===== src/rtl/timer_down_mmss.sv =====
// mm:ss BCD countdown timer with IDLE/RUN/PAUSE/ALARM control and a timed buzzer phase.
// Optional build macro TIMER_AUTORELOAD_EN: expiry reloads the latched start value and keeps running.
module timer_down_mmss #(
    parameter int ALARM_TICKS = 10
) (
    input  logic       CLK,
    input  logic       RST,
    input  logic       TICK,
    input  logic       START,
    input  logic       STOP,
    input  logic       CLR,
    input  logic       SET_M,
    input  logic       SET_S,
    output logic [2:0] MH,
    output logic [3:0] ML,
    output logic [2:0] SH,
    output logic [3:0] SL,
    output logic       RUNNING,
    output logic       ALARM,
    output logic       BZ,
    output logic       EXP
);

    typedef enum logic [1:0] {S_IDLE, S_RUN, S_PAUSE, S_ALARM} state_t;

    state_t      state_r, state_s;
    logic [13:0] val_r, val_s;
    logic [13:0] rl_r, rl_s;
    logic [7:0]  acnt_r, acnt_s;
    logic        bz_r, bz_s;
    logic        exp_r, exp_s;
    logic        run_r, run_s;
    logic        alarm_r, alarm_s;

    // Increment a tens:ones BCD pair 00..59 with wrap to 00.
    function automatic logic [6:0] bcd59_inc(input logic [6:0] v);
        logic [2:0] t;
        logic [3:0] o;
        t = v[6:4];
        o = v[3:0];
        if (o == 4'd9) begin
            o = 4'd0;
            t = (t == 3'd5) ? 3'd0 : t + 3'd1;
        end else begin
            o = o + 4'd1;
        end
        return {t, o};
    endfunction

    // Decrement a full mm:ss value by one second; caller guarantees it is not 00:00.
    function automatic logic [13:0] mmss_dec(input logic [13:0] v);
        logic [2:0] mh;
        logic [3:0] ml;
        logic [2:0] sh;
        logic [3:0] sl;
        {mh, ml, sh, sl} = v;
        if (sl != 4'd0) begin
            sl = sl - 4'd1;
        end else begin
            sl = 4'd9;
            if (sh != 3'd0) begin
                sh = sh - 3'd1;
            end else begin
                sh = 3'd5;
                if (ml != 4'd0) begin
                    ml = ml - 4'd1;
                end else begin
                    ml = 4'd9;
                    mh = mh - 3'd1;
                end
            end
        end
        return {mh, ml, sh, sl};
    endfunction

    // Next-state, datapath and registered-output decode.
    always_comb begin
        state_s = state_r;
        val_s   = val_r;
        rl_s    = rl_r;
        acnt_s  = acnt_r;
        bz_s    = bz_r;
        exp_s   = 1'b0;
        case (state_r)
            S_IDLE: begin
                if (CLR) begin
                    val_s = 14'd0;
                end else if (STOP) begin
                    val_s = val_r;
                end else if (START && (val_r != 14'd0)) begin
                    rl_s    = val_r;
                    state_s = S_RUN;
                end else begin
                    // Minutes and seconds wrap independently; seconds never carry.
                    if (SET_M) begin
                        val_s[13:7] = bcd59_inc(val_r[13:7]);
                    end else begin
                        val_s[13:7] = val_r[13:7];
                    end
                    if (SET_S) begin
                        val_s[6:0] = bcd59_inc(val_r[6:0]);
                    end else begin
                        val_s[6:0] = val_r[6:0];
                    end
                end
            end
            S_RUN: begin
                if (CLR) begin
                    val_s   = 14'd0;
                    state_s = S_IDLE;
                end else if (STOP) begin
                    state_s = S_PAUSE;
                end else if (TICK) begin
                    if (val_r == 14'd1) begin
                        exp_s = 1'b1;
`ifdef TIMER_AUTORELOAD_EN
                        val_s = rl_r;
`else
                        val_s   = 14'd0;
                        state_s = S_ALARM;
                        acnt_s  = 8'(ALARM_TICKS);
                        bz_s    = 1'b0;
`endif
                    end else begin
                        val_s = mmss_dec(val_r);
                    end
                end else begin
                    val_s = val_r;
                end
            end
            S_PAUSE: begin
                if (CLR) begin
                    val_s   = 14'd0;
                    state_s = S_IDLE;
                end else if (STOP) begin
                    val_s = val_r;
                end else if (START) begin
                    state_s = S_RUN;
                end else begin
                    val_s = val_r;
                end
            end
            S_ALARM: begin
                if (CLR || STOP || START) begin
                    state_s = S_IDLE;
                    acnt_s  = 8'd0;
                    bz_s    = 1'b0;
                end else if (TICK) begin
                    if (acnt_r <= 8'd1) begin
                        state_s = S_IDLE;
                        acnt_s  = 8'd0;
                        bz_s    = 1'b0;
                    end else begin
                        acnt_s = acnt_r - 8'd1;
                        bz_s   = ~bz_r;
                    end
                end else begin
                    acnt_s = acnt_r;
                end
            end
            default: begin
                state_s = S_IDLE;
                val_s   = 14'd0;
                acnt_s  = 8'd0;
                bz_s    = 1'b0;
            end
        endcase
        run_s   = (state_s == S_RUN);
        alarm_s = (state_s == S_ALARM);
    end

    // State and output registers.
    always_ff @(posedge CLK or posedge RST) begin
        if (RST) begin
            state_r <= S_IDLE;
            val_r   <= 14'd0;
            rl_r    <= 14'd0;
            acnt_r  <= 8'd0;
            bz_r    <= 1'b0;
            exp_r   <= 1'b0;
            run_r   <= 1'b0;
            alarm_r <= 1'b0;
        end else begin
            state_r <= state_s;
            val_r   <= val_s;
            rl_r    <= rl_s;
            acnt_r  <= acnt_s;
            bz_r    <= bz_s;
            exp_r   <= exp_s;
            run_r   <= run_s;
            alarm_r <= alarm_s;
        end
    end

    assign {MH, ML, SH, SL} = val_r;
    assign RUNNING          = run_r;
    assign ALARM            = alarm_r;
    assign BZ               = bz_r;
    assign EXP              = exp_r;

endmodule


===== config.mk =====
export PLATFORM = sky130hd
export DESIGN_NAME = timer_down_mmss
export DESIGN_NICKNAME = d
export VERILOG_FILES = /design/src/rtl/timer_down_mmss.sv
export SDC_FILE = /design/constraint.sdc
export NUM_CORES = 1
export LEC_CHECK = 0
export ABC_AREA = 1
export CORE_MARGIN = 4
export CORE_UTILIZATION = 47
export CTS_CLUSTER_DIAMETER = 120
export DETAILED_ROUTE_END_ITERATION = 10
export DONT_BUFFER_PORTS = 1
export PLACE_DENSITY = 0.62
export SYNTH_ARGS = -nofsm -noshare
export SYNTH_HDL_FRONTEND = slang
export SYNTH_SLANG_ARGS = --single-unit

===== constraint.sdc =====
create_clock -name CLK -period 3.7 [get_ports CLK]
set_input_delay 1.11 -clock CLK [delete_from_list [all_inputs] [get_ports CLK]]
set_output_delay 1.11 -clock CLK [all_outputs]
set_load 0.05 [all_outputs]

==> results <==
- The library cell used most frequently in the layout, excluding fill and tap cells, is sky130_fd_sc_hd__nand2_1.
- At the end of routability-driven placement, the weighted congestion stood at 0.891.
- The via count of the first global-routing pass is around 1800.
- The maximum net fanout on the critical path is 8.
- The number of cell rows is 24.
- Setup violations remaining at the end of the flow were counted as 0.
- Using the TritonRoute via totals, the vias-per-cell ratio works out to 5.35.
- Hold repair after CTS inserted 0 buffers.
- For this run, the top clock speed supported by timing is ~460 MHz.
- The worst hold path belongs to the class register to register.
- The worst setup path is of the register to output port kind.
- The net count after synthesis is about 340.
- The maximum vdd drop is 0.000449 V.
- The combined global-route utilization of all metal layers is 17.0%.
- The final hold violation count was 0.
- The height of the chip is 77.3 um.
- Cells fill 52.0% of the core in the end.
- Dividing the synthesized area by the synthesized cell count gives 6.99 um2.
- The total clock buffers created by CTS is 3.
- The clock tree root driver cell is sky130_fd_sc_hd__clkbuf_8.
- The number of antenna cells inserted is 0.
- The area of the die is 5980 um2.
- The number of antenna violations at the first check in global routing is 0.
- In this run the static leakage power is approximately 1.2 nW.
- The number of buffers inserted to repair setup after CTS is 0.
- Clock-pin slew was measured on the worst setup and hold paths at 0.09 ns.
- The total overflow left after global routing is 0.
- Setup repair after global routing left no endpoint under its margin.
- The arrival time of the worst setup path is 1.05 ns.
- The clock tree from TritonCTS is done.
- The final layout net count is 347.
- The required arrival time at the worst endpoint is 2.59 ns.
- The total area inside the core boundary comes to ~4500 um2.
- In this run the number of H-tree levels came out at 1.
- The Yosys step of the flow raised 0 warnings.
- The first-iteration detailed-routing DRC count is 110.
- Before antenna repair, the detailed router went through 4 iterations.
- On the final layout, the worst clock skew is 0.0104 ns.
- The die is 77.3 um wide.
- STA classifies the critical path endpoint as an output port.
- Once the floorplan was initialized, standard cells occupied 50.1% of the core.
- The share of the yosys chip area belonging to registers is 31.0%.
- Of the available clock period, the critical path in the final layout requires roughly three fifths.
- The maximum count of clock buffers along a single path is 2.
- The number of gates given a new drive strength after cts is 0.
- After routing, the total negative slack on setup checks comes to 0 ns.
- The number of top-level design ports is 26.
- The half-perimeter wire length after placement is roughly 3.8 mm.
- The count of unique library cells instantiated by Yosys is 26.
- Leaving out fill and tap cells, the most frequent cells in the layout are 86 x sky130_fd_sc_hd__nand2_1, 38 x sky130_fd_sc_hd__inv_1, 32 x sky130_fd_sc_hd__nor2_1.
- The transition time at the pin with the least slew margin is about 1.1 ns.
- The routed design has 5.02 mm of wire.
- The remaining antenna violation count after routing is 0.
- The max-slew violation total from the final report is 0.
- For this block, the via count after detailed routing is 2012.
- STA classifies the critical path startpoint as a register.
- The cell area power density is 948 nW/um2.
- The wire length per cell is 13.3 um.
- In the synthesized netlist, the number of instances is 323.
- The mapped netlist covers 2260 um2.
- Counting I/O delays and the setup requirement, the final critical path takes approximately 2.2 ns.
- Headroom to the max-slew limit came out at 28.1%.
- The flop and latch count out of synthesis is 28.
- Entering global routing, the biggest net connects 29 pins.
- After detailed routing, the number of remaining DRC violations is 0.
- The clock reaches the later pin of the worst-skew pair after 0.28 ns.
- The number of max-cap violations is 0.
- The wire length of the first global-routing pass is 8.41 mm.
- The clock sink total is 28.
- The area growth from synthesis to layout is 3.71%.
- The run finished with clean final reports.
- The total of buffers placed on input and output ports is 0.
- The share of final-layout standard cells stronger than drive strength 1 is 13.0%.
[layout make-up]
cell class	count	area (um2)
Clock buffer	3	41.3
Fill cell	467	2160
Inverter	49	184
Multi-Input combinational cell	244	1350
Sequential cell	28	701
Tap cell	52	65.1
[sequential cells by signal (all words and copies together), names as in the netlist]
name / cells
val_r: 14
acnt_r: 8
state_r: 2
ALARM: 1
BZ: 1
EXP: 1
RUNNING: 1
[metal layers]
metal | track usage (%) | part of all wire, %
met5 | 0 | 0
met4 | 3.20 | 0.84
met2 | 26.9 | 45
met1 | 24.3 | 50
met3 | 3.63 | 4.5
[power breakdown]
group          switching [mW]  internal, mW  total [mW]
Clock                  0.0932        0.0733       0.166
Sequential              0.362         0.410       0.772
Combinational           0.844         0.436        1.28
Total                    1.30         0.920        2.22
[worst paths after layout]
kind                                 from        end  slack, ns  cells past startpoint
worst max-delay path             val_r[9]      ML[2]       1.54                      0
worst min-delay path            acnt_r[6]  acnt_r[6]       0.51                      2
worst max register to register   val_r[0]  acnt_r[2]       1.62                      7
worst min register to register  acnt_r[6]  acnt_r[6]       0.51                      2
max in group asynchronous             RST   val_r[0]       2.06                      1
min in group asynchronous             RST  val_r[13]       0.98                      1
[metrics by stage]
step           power (mW)  instances  area, um2  setup WS [ns]  hold slack, ns
2_1_floorplan        1.80        323       2260           1.52           0.459
3_3_place_gp         2.05        373       2300           1.43           0.485
3_5_place_dp         2.05        373       2300           1.41           0.487
4_1_cts              2.23        376       2340           1.52           0.510
5_1_grt              2.43        376       2340           1.41           0.554
6_report             2.22        376       2340           1.54           0.514
[Yosys cell counts, drive strengths merged]
cell | count | area (um2)
a21boi | 1 | 18.8
a21oi | 5 | 25.0
a31oi | 1 | 6.26
buf | 2 | 22.5
dfrtp | 28 | 701
ha | 13 | 163
inv | 49 | 184
mux2i | 1 | 10.0
nand2 | 93 | 372
nand3 | 28 | 165
nand4 | 6 | 67.6
nor2 | 42 | 203
nor3 | 3 | 15.0
o21ai | 36 | 191
o22ai | 7 | 43.8
xnor2 | 3 | 26.3
xor2 | 5 | 43.8
[logic make-up after synthesis]
logic type | count (synthesis) | synth area share [%]
AOI/OAI and AO/OA | 50 | 12.6
and+or+nand+nor | 172 | 36.4
xor gates and xnor gates | 8 | 3.10
muxes | 1 | 0.443
buffers and inverters | 51 | 9.15
adders and majority gates | 13 | 7.21
DFF | 28 | 31.0
No activity file was read; power rests on OpenSTA's default activity.
